$ cat src/rtl/v30mz_pkg.sv
// Shared types for the v30mz bus control unit: EU bus commands, bus status
// codes and the bus arbiter state encoding.
package v30mz_pkg;

    typedef enum logic [1:0] {
        CMD_IDLE  = 2'd0,
        CMD_READ  = 2'd1,
        CMD_WRITE = 2'd2
    } bus_command_t;

    typedef logic [3:0] bus_status_t;

    localparam bus_status_t BS_IDLE  = 4'hF;
    localparam bus_status_t BS_FETCH = 4'b1000;
    localparam bus_status_t BS_READ  = 4'b1001;
    localparam bus_status_t BS_WRITE = 4'b1010;

    typedef enum logic [1:0] {
        ST_IDLE,
        ST_PF_CYC,
        ST_EU_CYC,
        ST_EU_HI
    } bau_state_t;

endpackage

$ cat src/rtl/bus_lane_steer.sv
// Byte-lane steering for the 16-bit bus: lane enables, write replication and
// right-justification of read data.
module bus_lane_steer (
    input  logic        i_lane,
    input  logic        i_word,
    input  logic [15:0] i_wdata,
    input  logic [15:0] i_rdata,
    output logic [1:0]  o_ben,
    output logic [15:0] o_wdata,
    output logic [15:0] o_rdata
);

    always_comb begin
        o_ben   = 2'b00;
        o_wdata = 16'h0000;
        o_rdata = 16'h0000;
        if (i_word) begin
            o_ben   = 2'b11;
            o_wdata = i_wdata;
            o_rdata = i_rdata;
        end else begin
            // A byte write drives both lanes so the memory picks whichever is enabled.
            o_ben   = i_lane ? 2'b10 : 2'b01;
            o_wdata = {i_wdata[7:0], i_wdata[7:0]};
            o_rdata = {8'h00, (i_lane ? i_rdata[15:8] : i_rdata[7:0])};
        end
    end

endmodule

$ cat src/rtl/bus_arbiter.sv
// Shares the external 16-bit bus between prefetch and the execution unit,
// splitting odd EU words into two byte cycles and dropping flushed fetches.
module bus_arbiter
    import v30mz_pkg::*;
#(
    parameter int ADDR_W = 20
) (
    input  logic              clk,
    input  logic              reset,
    input  logic              pf_req,
    input  logic [ADDR_W-1:0] pf_addr,
    output logic              pf_done,
    output logic [15:0]       pf_data,
    output logic              pf_byte,
    input  logic              flush,
    input  logic [1:0]        eu_cmd,
    input  logic [ADDR_W-1:0] eu_addr,
    input  logic              eu_word,
    input  logic [15:0]       eu_wdata,
    output logic              eu_done,
    output logic [15:0]       eu_rdata,
    output logic [ADDR_W-1:0] address_out,
    output logic [1:0]        bus_ben,
    output logic [15:0]       data_out,
    input  logic [15:0]       data_in,
    input  logic              readyb,
    output logic [3:0]        bus_status,
    output logic [1:0]        o_dbg_state
);

    bau_state_t        r_state;
    logic [ADDR_W-1:0] r_address;
    logic [1:0]        r_ben;
    logic [15:0]       r_data_out;
    bus_status_t       r_status;
    logic              r_lane;
    logic              r_word;
    logic              r_split;
    logic [7:0]        r_lo;
    logic [7:0]        r_wr_hi;
    logic              r_discard;
    logic              r_pf_done;
    logic [15:0]       r_pf_data;
    logic              r_pf_byte;
    logic              r_eu_done;
    logic [15:0]       r_eu_rdata;

    logic              w_idle;
    logic              w_st_lane;
    logic              w_st_word;
    logic [1:0]        w_st_ben;
    logic [15:0]       w_st_wdata;
    logic [15:0]       w_st_rdata;
    logic              w_pf_kill;

    // The steer serves the write path when launching from IDLE and the read path at completion.
    assign w_idle    = (r_state == ST_IDLE);
    assign w_st_lane = w_idle ? eu_addr[0] : r_lane;
    assign w_st_word = w_idle ? (eu_word & ~eu_addr[0]) : r_word;
    assign w_pf_kill = r_discard | flush;

    bus_lane_steer u_steer (
        .i_lane  (w_st_lane),
        .i_word  (w_st_word),
        .i_wdata (eu_wdata),
        .i_rdata (data_in),
        .o_ben   (w_st_ben),
        .o_wdata (w_st_wdata),
        .o_rdata (w_st_rdata)
    );

    always_ff @(posedge clk) begin
        if (reset) begin
            r_state    <= ST_IDLE;
            r_address  <= '0;
            r_ben      <= 2'b00;
            r_data_out <= 16'h0000;
            r_status   <= BS_IDLE;
            r_lane     <= 1'b0;
            r_word     <= 1'b0;
            r_split    <= 1'b0;
            r_lo       <= 8'h00;
            r_wr_hi    <= 8'h00;
            r_discard  <= 1'b0;
            r_pf_done  <= 1'b0;
            r_pf_data  <= 16'h0000;
            r_pf_byte  <= 1'b0;
            r_eu_done  <= 1'b0;
            r_eu_rdata <= 16'h0000;
        end else begin
            r_pf_done <= 1'b0;
            r_pf_byte <= 1'b0;
            r_eu_done <= 1'b0;
            case (r_state)
                ST_IDLE: begin
                    // eu_cmd is still held while eu_done pulses; do not restart that access.
                    if (eu_cmd != CMD_IDLE && !r_eu_done) begin
                        r_state    <= ST_EU_CYC;
                        r_address  <= eu_addr;
                        r_ben      <= w_st_ben;
                        r_data_out <= w_st_wdata;
                        r_status   <= (eu_cmd == CMD_WRITE) ? BS_WRITE : BS_READ;
                        r_lane     <= eu_addr[0];
                        r_word     <= eu_word & ~eu_addr[0];
                        r_split    <= eu_word & eu_addr[0];
                        r_wr_hi    <= eu_wdata[15:8];
                    end else if (pf_req && !flush) begin
                        r_state   <= ST_PF_CYC;
                        r_address <= pf_addr;
                        r_ben     <= pf_addr[0] ? 2'b10 : 2'b11;
                        r_status  <= BS_FETCH;
                        r_lane    <= pf_addr[0];
                    end
                end
                ST_PF_CYC: begin
                    if (!readyb) begin
                        r_state   <= ST_IDLE;
                        r_status  <= BS_IDLE;
                        r_ben     <= 2'b00;
                        r_pf_data <= data_in;
                        r_pf_done <= ~w_pf_kill;
                        r_pf_byte <= r_lane & ~w_pf_kill;
                        r_discard <= 1'b0;
                    end else if (flush) begin
                        r_discard <= 1'b1;
                    end
                end
                ST_EU_CYC: begin
                    if (!readyb) begin
                        if (r_split) begin
                            r_state    <= ST_EU_HI;
                            r_address  <= r_address + ADDR_W'(1);
                            r_ben      <= 2'b01;
                            r_data_out <= {r_wr_hi, r_wr_hi};
                            r_lo       <= data_in[15:8];
                            r_split    <= 1'b0;
                        end else begin
                            r_state    <= ST_IDLE;
                            r_status   <= BS_IDLE;
                            r_ben      <= 2'b00;
                            r_eu_rdata <= w_st_rdata;
                            r_eu_done  <= 1'b1;
                        end
                    end
                end
                ST_EU_HI: begin
                    if (!readyb) begin
                        r_state    <= ST_IDLE;
                        r_status   <= BS_IDLE;
                        r_ben      <= 2'b00;
                        r_eu_rdata <= {data_in[7:0], r_lo};
                        r_eu_done  <= 1'b1;
                    end
                end
                default: begin
                    r_state  <= ST_IDLE;
                    r_status <= BS_IDLE;
                    r_ben    <= 2'b00;
                end
            endcase
        end
    end

    // A flush arriving in the pulse clock still suppresses the stale fetch.
    assign pf_done     = r_pf_done & ~flush;
    assign pf_data     = r_pf_data;
    assign pf_byte     = r_pf_byte;
    assign eu_done     = r_eu_done;
    assign eu_rdata    = r_eu_rdata;
    assign address_out = r_address;
    assign bus_ben     = r_ben;
    assign data_out    = r_data_out;
    assign bus_status  = r_status;
    assign o_dbg_state = r_state;

endmodule

$ cat config.mk
export PLATFORM = sky130hd
export DESIGN_NAME = bus_arbiter
export DESIGN_NICKNAME = d
export VERILOG_FILES = /design/src/rtl/v30mz_pkg.sv /design/src/rtl/bus_lane_steer.sv /design/src/rtl/bus_arbiter.sv
export SDC_FILE = /design/constraint.sdc
export NUM_CORES = 1
export LEC_CHECK = 0
export CELL_PAD_IN_SITES_DETAIL_PLACEMENT = 1
export CELL_PAD_IN_SITES_GLOBAL_PLACEMENT = 1
export CORE_ASPECT_RATIO = 0.75
export CORE_UTILIZATION = 33
export CTS_CLUSTER_DIAMETER = 30
export DETAILED_ROUTE_END_ITERATION = 8
export GPL_TIMING_DRIVEN = 1
export HOLD_SLACK_MARGIN = 0.02
export PLACE_DENSITY_LB_ADDON = 0.05
export REMOVE_ABC_BUFFERS = 1
export SYNTH_ARGS = -nofsm -noshare
export SYNTH_HDL_FRONTEND = slang
export SYNTH_SLANG_ARGS = --single-unit
$ cat constraint.sdc
create_clock -name clk -period 2.7 [get_ports clk]
set_input_delay 0.405 -clock clk [delete_from_list [all_inputs] [get_ports clk]]
set_output_delay 0.405 -clock clk [all_outputs]
set_load 0.01 [all_outputs]
==> Word-level counts from Yosys, hierarchy flattened <==
Cells that the tools add are included.
{ "classes": {"muxes": 50, "n_eq_ne": 12, "n_reduce_logical": 22, "addsub": 1, "bitwise": 10} }
{ "op_table": {"columns": ["operator", "n"], "rows": [
  ["16-bit 2-to-1 mux", 8],
  ["20-bit 2-to-1 mux", 4],
  ["16-bit case mux with 2 select lines", 2],
  ["20-bit case mux with 2 select lines", 1],
  ["2-bit 2-to-1 mux", 11],
  ["20-bit by 1-bit adder with 20-bit output (second input constant)", 1],
  ["4-bit 2-to-1 mux", 5],
  ["4-bit AND reduction", 4],
  ["1-bit 2-to-1 mux", 13],
  ["2-bit != test (second input constant)", 6],
  ["2-bit case mux with 3 select lines", 2],
  ["4-bit case mux with 3 select lines", 1],
  ["3-bit AND reduction", 3],
  ["8-bit 2-to-1 mux", 1],
  ["2-bit AND reduction", 4],
  ["2-bit nonzero test", 4],
  ["2-bit == test (second input constant)", 3],
  ["1-bit NOT", 5],
  ["1-bit AND", 4],
  ["1-bit case mux with 2 select lines", 2],
  ["3-bit by 1-bit != test with 1-bit output (second input constant)", 1],
  ["3-bit OR reduction", 1],
  ["2-bit by 1-bit == test with 1-bit output (second input constant)", 1],
  ["1-bit logical AND", 2],
  ["other kinds (5)", 6]
]} }
{ "word_totals": {"register_bits": 99, "wordCells": 111, "input_bits": 80} }

==> Depth between registers and ports, before layout <==
Gate-level depths: netlist (run 1).
{ "depth": {"depth_word": 7, "ltp_mapped": 8, "depth_no_buf": 6} }

==> Hierarchy <==
A second synthesis (run 1) with hierarchy kept.
{ "hier_totals": {"hier_cells": 640, "area_unflattened_um2": 5003.5} }
{ "by_module_without_submodules": {"columns": ["module", "seq_area_each_um2", "cells_per_inst", "n_inst", "area_per_inst_um2"], "rows": [
  ["bus_arbiter", 1961.9, 603, 1, 4636.9],
  ["bus_lane_steer", 0.0, 37, 1, 366.6]
]} }

==> Worst setup path after synthesis (run 1) <==
OpenSTA, ideal clock, no wires.
{ "synth_path": {"path_type": "reg-to-reg", "from": "register r_state[1] (netlist: o_dbg_state[1])", "to": "register r_data_out[8] (netlist: data_out[8])", "synth_period_minus_slack_ns": 1.954, "required_ns": 2.568, "t_arrival_ns": 1.822, "setup_slack_ns": 0.746, "path_stages_with_launch": 6, "n_path_buf": 0, "cell_sequence": "dfxtp_1 > nor2_2 > mux2i_2 > mux2_2 > a211oi_1 > nor3_1"} }
{ "synth_via": {"elab_chain_len": 5, "elab_cells_between_ends": 11} }
{ "synth_lines": {"columns": ["item", "line", "text"], "rows": [
  ["start: declaration", "bus_arbiter.sv:31", "bau_state_t r_state;"],
  ["start signal: assignment", "bus_arbiter.sv:74", "r_state <= ST_IDLE;"],
  ["start signal: assignment", "bus_arbiter.sv:98", "r_state <= ST_EU_CYC;"],
  ["start signal: assignment", "bus_arbiter.sv:108", "r_state <= ST_PF_CYC;"],
  ["2-bit zero test", "bus_arbiter.sv:57, bus_arbiter.sv:94", null],
  ["1-bit 2-to-1 mux", "bus_arbiter.sv:59", "assign w_st_word = w_idle ? (eu_word & ~eu_addr[0]) : r_word;"],
  ["16-bit 2-to-1 mux", "bus_lane_steer.sv:17", "if (i_word) begin"],
  ["16-bit 2-to-1 mux", "bus_arbiter.sv:97", "if (eu_cmd != CMD_IDLE && !r_eu_done) begin"],
  ["16-bit case mux with 2 select lines", "bus_arbiter.sv:94", "case (r_state)"],
  ["end signal: assignment", "bus_arbiter.sv:101", "r_data_out <= w_st_wdata;"],
  ["end signal: assignment", "bus_arbiter.sv:134", "r_data_out <= {r_wr_hi, r_wr_hi};"],
  ["end: declaration", "bus_arbiter.sv:34", "logic [15:0] r_data_out;"]
]} }
Several ways; a longest one is shown, not always the timed one. The select of a mux whose other input is x is not followed.
A chain may end at the register's enable or synchronous reset.

==> Final worst setup path (run 1) <==
{ "layout_path": {"from": "register r_state[0] (netlist: o_dbg_state[0])", "to": "output o_dbg_state[0]"} }
{ "layout_lines": {"columns": ["item", "line", "text"], "rows": [
  ["end: declaration", "bus_arbiter.sv:28", "output logic [1:0] o_dbg_state"]
]} }
No word-level cell between the ends.

==> reports/results.tsv, run 1 <==
stage	metric	value	unit
worst_setup_path	crit_chain	buf_4, clkdlybuf4s50_1	
route	via_count	5184	
clock_network	clkLatencyLatePin	0.35	ns
synthesis	synth_edf_count	0	
synthesis	ys.flop_type	dfxtp_1	
synthesis	ys_seq_area_frac	0.407	
run	maxCapViolCount	0	
sta	fin_setup_tns	0	ns
synthesis	synth_top_area_share	0.407	
floorplanning	die_y	107	um
worst_setup_path	cp_data_arrival_time	1.76	ns
pwr	vdd_drop_max	0.000357	V
sta	setup_viol	0	
clock_network	path_clk_slew	0.07	ns
clock_network	numCtsBuffers	9	
floorplanning	io-pin-count	159	
worst_setup_path	worstSetupPathType	reg2out	
grt	grt_pass1_wl	27100	um
synthesis	synth_area_leaders	dfxtp_1 41%, nand2_1 9.3%, a21oi_1 7.9%	
synthesis	synthesis.area	4820	um2
grt	first_global_vias	5271	
sta	worst_pin_slew	1.09	ns
floorplanning	dieArea	15100	um2
route	drt-pass1-iter-count	4	
worst_setup_path	worstSetupStartpointType	register	
clock_network	cts_tree	yes	
finish	diodes	0	
synthesis	syn-instance-count	626	
placed_design	place_congestion	0.777	
clock_network	hold_buffers	0	
finish	post_route_cells_drive_above_1_share	0.0797	
sta	slew_viol_final	0	
finish	final_util	0.499	
clock_network	cts_setup_buffers	0	
route	wl	17000	um
finish	postLayoutCellArea	6980	um2
sta	clock_skew	0.00995	ns
clock_network	ctsResizeCount	0	
grt	track_usage	0.227	
clock_network	cts-root-buf	clkbuf_16	
synthesis	avgSynthCellArea	7.71	um2
finish	syn_to_final_growth	44.6	%
floorplanning	rows	37	
route	drt_iter0_markers	223	
grt	antenna_found_initial	0	
floorplanning	coreArea	14000	um2
grt	overflow	0	
synthesis	ys_warn_count	0	
finish	fill_cells	1706	
floorplanning	die_x	142	um
synthesis	synth_cell_type_count	61	
run_status	status	finished, final reports clean	
route	drc	0	
worst_setup_path	rrSetupSlack	0.59	ns
worst_setup_path	critPathMaxFanout	17	
sta	fin_crit	2.17	ns
worst_setup_path	required	2.30	ns
worst_setup_path	worst_path_max_delay_cell	clkdlybuf4s50_1	
finish	nNetsFinal	854	
synthesis	yosysTopAreaCell	dfxtp_1	
grt	grt_max_degree	72	
finish	final_cell_mix	156 x clkdlybuf4s50_1, 119 x nand2_1, 98 x dfxtp_1	
floorplanning	initial_core_util	0.345	
sta	hold_viol	0	
route	ant_nets	0	
sta	fmax	462	MHz
synthesis	async_reset_ff_frac	0	
placed_design	placed_cell_area	6660	um2
route	vias_per_cell	5.33	
finish	final_common_cell	clkdlybuf4s50_1	
clock_network	cts.sinks	98	
placed_design	portBuffers	157	
route	wl_per_cell	17.4	um
pwr	power.density	576	nW/um2
synthesis	ys_ff_latch	98	
pwr	leakagePower	2.50	nW
clock_network	htreeDepth	3	
placed_design	place_hpwl	12200	um
sta	rsz0062_at_grt	no	
worst_hold_path	hold_path_class	reg2reg	
sta	layout_worst_path_cycle_share	0.802	
clock_network	cts_buffer_depth	2	
worst_setup_path	end_kind	output pin	
worst_setup_path	cpPeakStageDelay	0.60	ns
sta	slew_headroom	0.275	
## worst max-delay path: cells and delay by family, from the launching register on
family	cells	cell delay (ns)
buffers and inverters	2	0.92
flip-flops	1	0.50
## kinds of logic after synthesis
| family | Yosys count | synth area share |
|---|---|---|
| adders and majority gates | 1 | 0.00259 |
| other | 1 | 0.000777 |
| DFF | 98 | 0.407 |
| muxes | 27 | 0.0617 |
| AOI/OAI and AO/OA | 180 | 0.232 |
| xor gates and xnor gates | 1 | 0.00182 |
| and+or+nand+nor | 269 | 0.253 |
| buffers and inverters | 49 | 0.0410 |
## synthesized netlist by cell type, types with 2 or more instances
| cell type | number |
|---|---|
| nand2_1 | 119 |
| a21oi_1 | 76 |
| nand3_1 | 13 |
| nor3b_1 | 2 |
| buf_2 | 8 |
| nor4_1 | 5 |
| o21ai_1 | 9 |
| a221oi_1 | 8 |
| nand2b_1 | 2 |
| nor2_1 | 54 |
| or2_2 | 2 |
| and2_1 | 4 |
| or3_1 | 3 |
| a311oi_1 | 2 |
| buf_1 | 2 |
| nor2b_1 | 5 |
| mux2_2 | 4 |
| o21a_1 | 9 |
| and3_1 | 4 |
| o31ai_1 | 2 |
| nor3_1 | 39 |
| nor3_2 | 2 |
| a211o_1 | 8 |
| o21ai_0 | 21 |
| a31oi_1 | 3 |
| and4_1 | 3 |
| mux2i_1 | 16 |
| a211oi_1 | 22 |
| dfxtp_1 | 98 |
| o22ai_1 | 5 |
| nor4b_1 | 3 |
| nand4_1 | 3 |
| inv_2 | 2 |
| a2111oi_0 | 3 |
| mux2_1 | 5 |
| inv_1 | 2 |
| clkbuf_1 | 34 |
## final timing paths
| path | from | end | cells after the start |
|---|---|---|---|
| max reg2reg | address_out[0] | address_out[16] | 6 |
| min reg2reg | r_discard | r_pf_done | 1 |
| max | o_dbg_state[0] | o_dbg_state[0] | 2 |
| min | r_discard | r_pf_done | 1 |
## cell type report
type                    count  area (um2)  area share
clock inverters             6        81.3      0.0117
multi-input cells         479        2670       0.383
inverters                   4        15.0     0.00215
clock buffers              10         239      0.0343
flip-flops and latches     98        1960       0.281
repair buffers            181        1760       0.253
well taps                 195         244      0.0350
## per-layer routing
layer / vias to the layer above / track usage / routed length [um]
met3: 15 / 0.0415 / 886
li1: 2525 / - / -
met4: 0 / 0.0499 / 163
met1: 2511 / 0.306 / 8150
met5: - / 0 / 0
met2: 133 / 0.376 / 7780
## state kept, by name (all words and copies together) (netlist names)
| signal | cells |
|---|---|
| address_out | 20 |
| r_split | 1 |
| pf_data | 16 |
| data_out | 16 |
| bus_status | 3 |
| r_lo | 8 |
| eu_done | 1 |
| r_wr_hi | 8 |
| o_dbg_state | 2 |
| r_lane | 1 |
| bus_ben | 2 |
| r_word | 1 |
| r_pf_done | 1 |
| pf_byte | 1 |
| r_discard | 1 |
| eu_rdata | 16 |
## per-stage QoR
| stage | power (W) | worst slack [ns] | hold WS, ns | cells |
|---|---|---|---|---|
| final | 0.00402 | 0.534 | 0.442 | 973 |
| after global routing | 0.00423 | 0.451 | 0.454 | 973 |
| after CTS | 0.00406 | 0.523 | 0.446 | 973 |
| after detailed placement | 0.00268 | 0.245 | 0.434 | 957 |
| after global placement | 0.00265 | 0.297 | 0.426 | 957 |
| after floorplan | 0.00212 | -0.305 | 0.406 | 581 |
## where the power goes
| group | switching, W | internal [W] |
|---|---|---|
| Sequential | 0.0000976 | 0.00156 |
| Clock | 0.000611 | 0.000764 |
| Combinational | 0.000496 | 0.000493 |
(Power assumes the default switching activity.)
==> inputs of run 2 (changes only) <==
CORE_UTILIZATION = 30   (was 33)
clock period = 1.8 ns   (was 2.7 ns; I/O delays follow)
==> reports/results.tsv, run 2 (synthesized netlist as in run 1, its figures left out) <==
stage	metric	value	unit
placed_design	place_hpwl	13700	um
sta	timing.final.ws_setup	0.0566	ns
worst_setup_path	worstSetupPathType	reg2reg	
floorplanning	coreArea	15500	um2
placed_design	portBuffers	157	
worst_setup_path	worstSetupStartpointType	register	
finish	syn_to_final_growth	59.7	%
pwr	switching_power	0.00190	W
grt	antenna_found_initial	0	
pwr	power.internal	0.00434	W
pwr	power.density	810	nW/um2
sta	setup_viol	0	
finish	nNetsFinal	910	
floorplanning	dieArea	16600	um2
grt	track_usage	0.229	
run_status	status	finished, final reports clean	
finish	diodes	0	
placed_design	dp.cells	1019	
route	drt-pass1-iter-count	5	
pwr	sequentialPowerShare	0.394	
finish	post_route_cells_drive_above_1_share	0.168	
route	drt_iter0_markers	203	
clock_network	htreeDepth	3	
worst_setup_path	required	2.08	ns
finish	final_cell_mix	153 x clkdlybuf4s50_1, 119 x nand2_1, 93 x dfxtp_1	
grt	grt_pass1_wl	29900	um
clock_network	cts-root-buf	clkbuf_16	
placed_design	pre_cts_ws	-0.571	ns
route	via_count	5462	
route	ant_nets	0	
sta	layout_worst_path_cycle_share	0.969	
worst_setup_path	critPathMaxFanout	18	
pwr	p_clk_frac	0.316	
finish	fill_cells	1850	
clock_network	path_clk_slew	0.07	ns
sta	fin_crit	1.74	ns
finish	final_util	0.498	
route	drc	0	
worst_setup_path	end_kind	register	
route	wl_per_cell	18.1	um
floorplanning	die_y	112	um
clock_network	cts_tree	yes	
grt	first_global_vias	5826	
route	wl	18800	um
pwr	switching_share	0.304	
run	maxCapViolCount	0	
pwr	p_comb_frac	0.289	
grt	grt_max_degree	49	
floorplanning	die_x	148	um
placed_design	placed_cell_area	7170	um2
floorplanning	rows	39	
pwr	leakagePower	2.89	nW
clock_network	cts.sinks	98	
floorplanning	initial_core_util	0.312	
clock_network	hold_buffers	0	
clock_network	clkLatencyLatePin	0.35	ns
sta	slew_viol_final	0	
finish	largest_register_ffs	20	
sta	rsz0062_at_grt	yes	
sta	slew_headroom	0.592	
worst_setup_path	cp_data_arrival_time	2.02	ns
sta	hold_viol	0	
sta	clock_skew	0.00633	ns
placed_design	place_congestion	0.825	
floorplanning	io-pin-count	159	
clock_network	cts_buffer_depth	2	
grt	overflow	0	
sta	worst_pin_slew	0.612	ns
finish	final_common_cell	clkdlybuf4s50_1	
sta	fmax	574	MHz
route	vias_per_cell	5.26	
finish	postLayoutCellArea	7700	um2
pwr	vdd_drop_max	0.000514	V
finish	fin_cells	1038	
worst_hold_path	hold_path_class	in2reg	
clock_network	numCtsBuffers	9	
-- run 2: changes by cell type in the layout (fill, tap and decap cells not counted), moves of 3 or more --
| cell | before | now |
|---|---|---|
| buf_12 | 1 | 10 |
| a221oi_2 | 0 | 8 |
| a221oi_1 | 8 | 0 |
| dfxtp_1 | 98 | 93 |
| buf_6 | 0 | 5 |
| dfxtp_2 | 0 | 5 |
| buf_4 | 24 | 65 |
| clkdlybuf4s50_1 | 156 | 153 |
-- run 2: layout make-up --
cell class / count / area, um2 / area share
clock buffers: 9 / 225 / 0.0292
clock inverters: 6 / 67.6 / 0.00877
inverters: 4 / 20.0 / 0.00260
multi-input cells: 479 / 2830 / 0.368
flip-flops and latches: 98 / 1970 / 0.256
well taps: 205 / 256 / 0.0333
repair buffers: 237 / 2330 / 0.303
-- run 2: path summary, 6_finish.rpt --
| path | start | to | slack, ns | cells after the start |
|---|---|---|---|---|
| worst max register to register | o_dbg_state[0] | address_out[13] | 0.06 | 7 |
| worst min register to register | bus_status[2] | bus_status[2] | 0.46 | 2 |
| worst max-delay path | o_dbg_state[0] | address_out[13] | 0.06 | 7 |
| worst min-delay path | reset | address_out[1] | 0.37 | 2 |
-- run 2: timing repair --
item	CTS	global route
gates cloned	0	1
gates resized for setup	10	36
setup endpoints to repair	17	45
setup buffers	2	1
pin swaps	0	1
hold endpoints to repair	0	0
-- run 2: power groups by stage --
stage	Combinational, W	Sequential (W)	Clock (W)
6_report	0.00180	0.00246	0.00197
3_3_place_gp	0.00167	0.00250	0
5_1_grt	0.00195	0.00248	0.00208
3_5_place_dp	0.00171	0.00250	0
2_1_floorplan	0.000609	0.00258	0
4_1_cts	0.00174	0.00246	0.00202
-- run 2: worst max-delay path, cell delays in order, from the launching register on --
cell and delay (ns):
dfxtp_2 0.36, buf_4 0.16, buf_4 0.19, nor3_4 0.07, or3_1 0.38, buf_6 0.18
a21bo_1 0.18, a21oi_1 0.14
-- run 2: through the flow --
stage	hold WS, ns	setup TNS (ns)	total power (W)
2_1_floorplan	0.339	-38.98	0.00319
3_5_place_dp	0.448	-15.11	0.00422
4_1_cts	0.388	0	0.00622
3_3_place_gp	0.425	-12.04	0.00416
6_report	0.373	0	0.00624
5_1_grt	0.423	-0.0265	0.00651
-- run 2: per-layer routing --
metal,vias to the layer above,track usage,share of wire
met3,16,0.0410,0.042
li1,2640,-,-
met2,131,0.376,0.47
met4,0,0.0632,0.014
met1,2675,0.306,0.48
met5,-,0,0
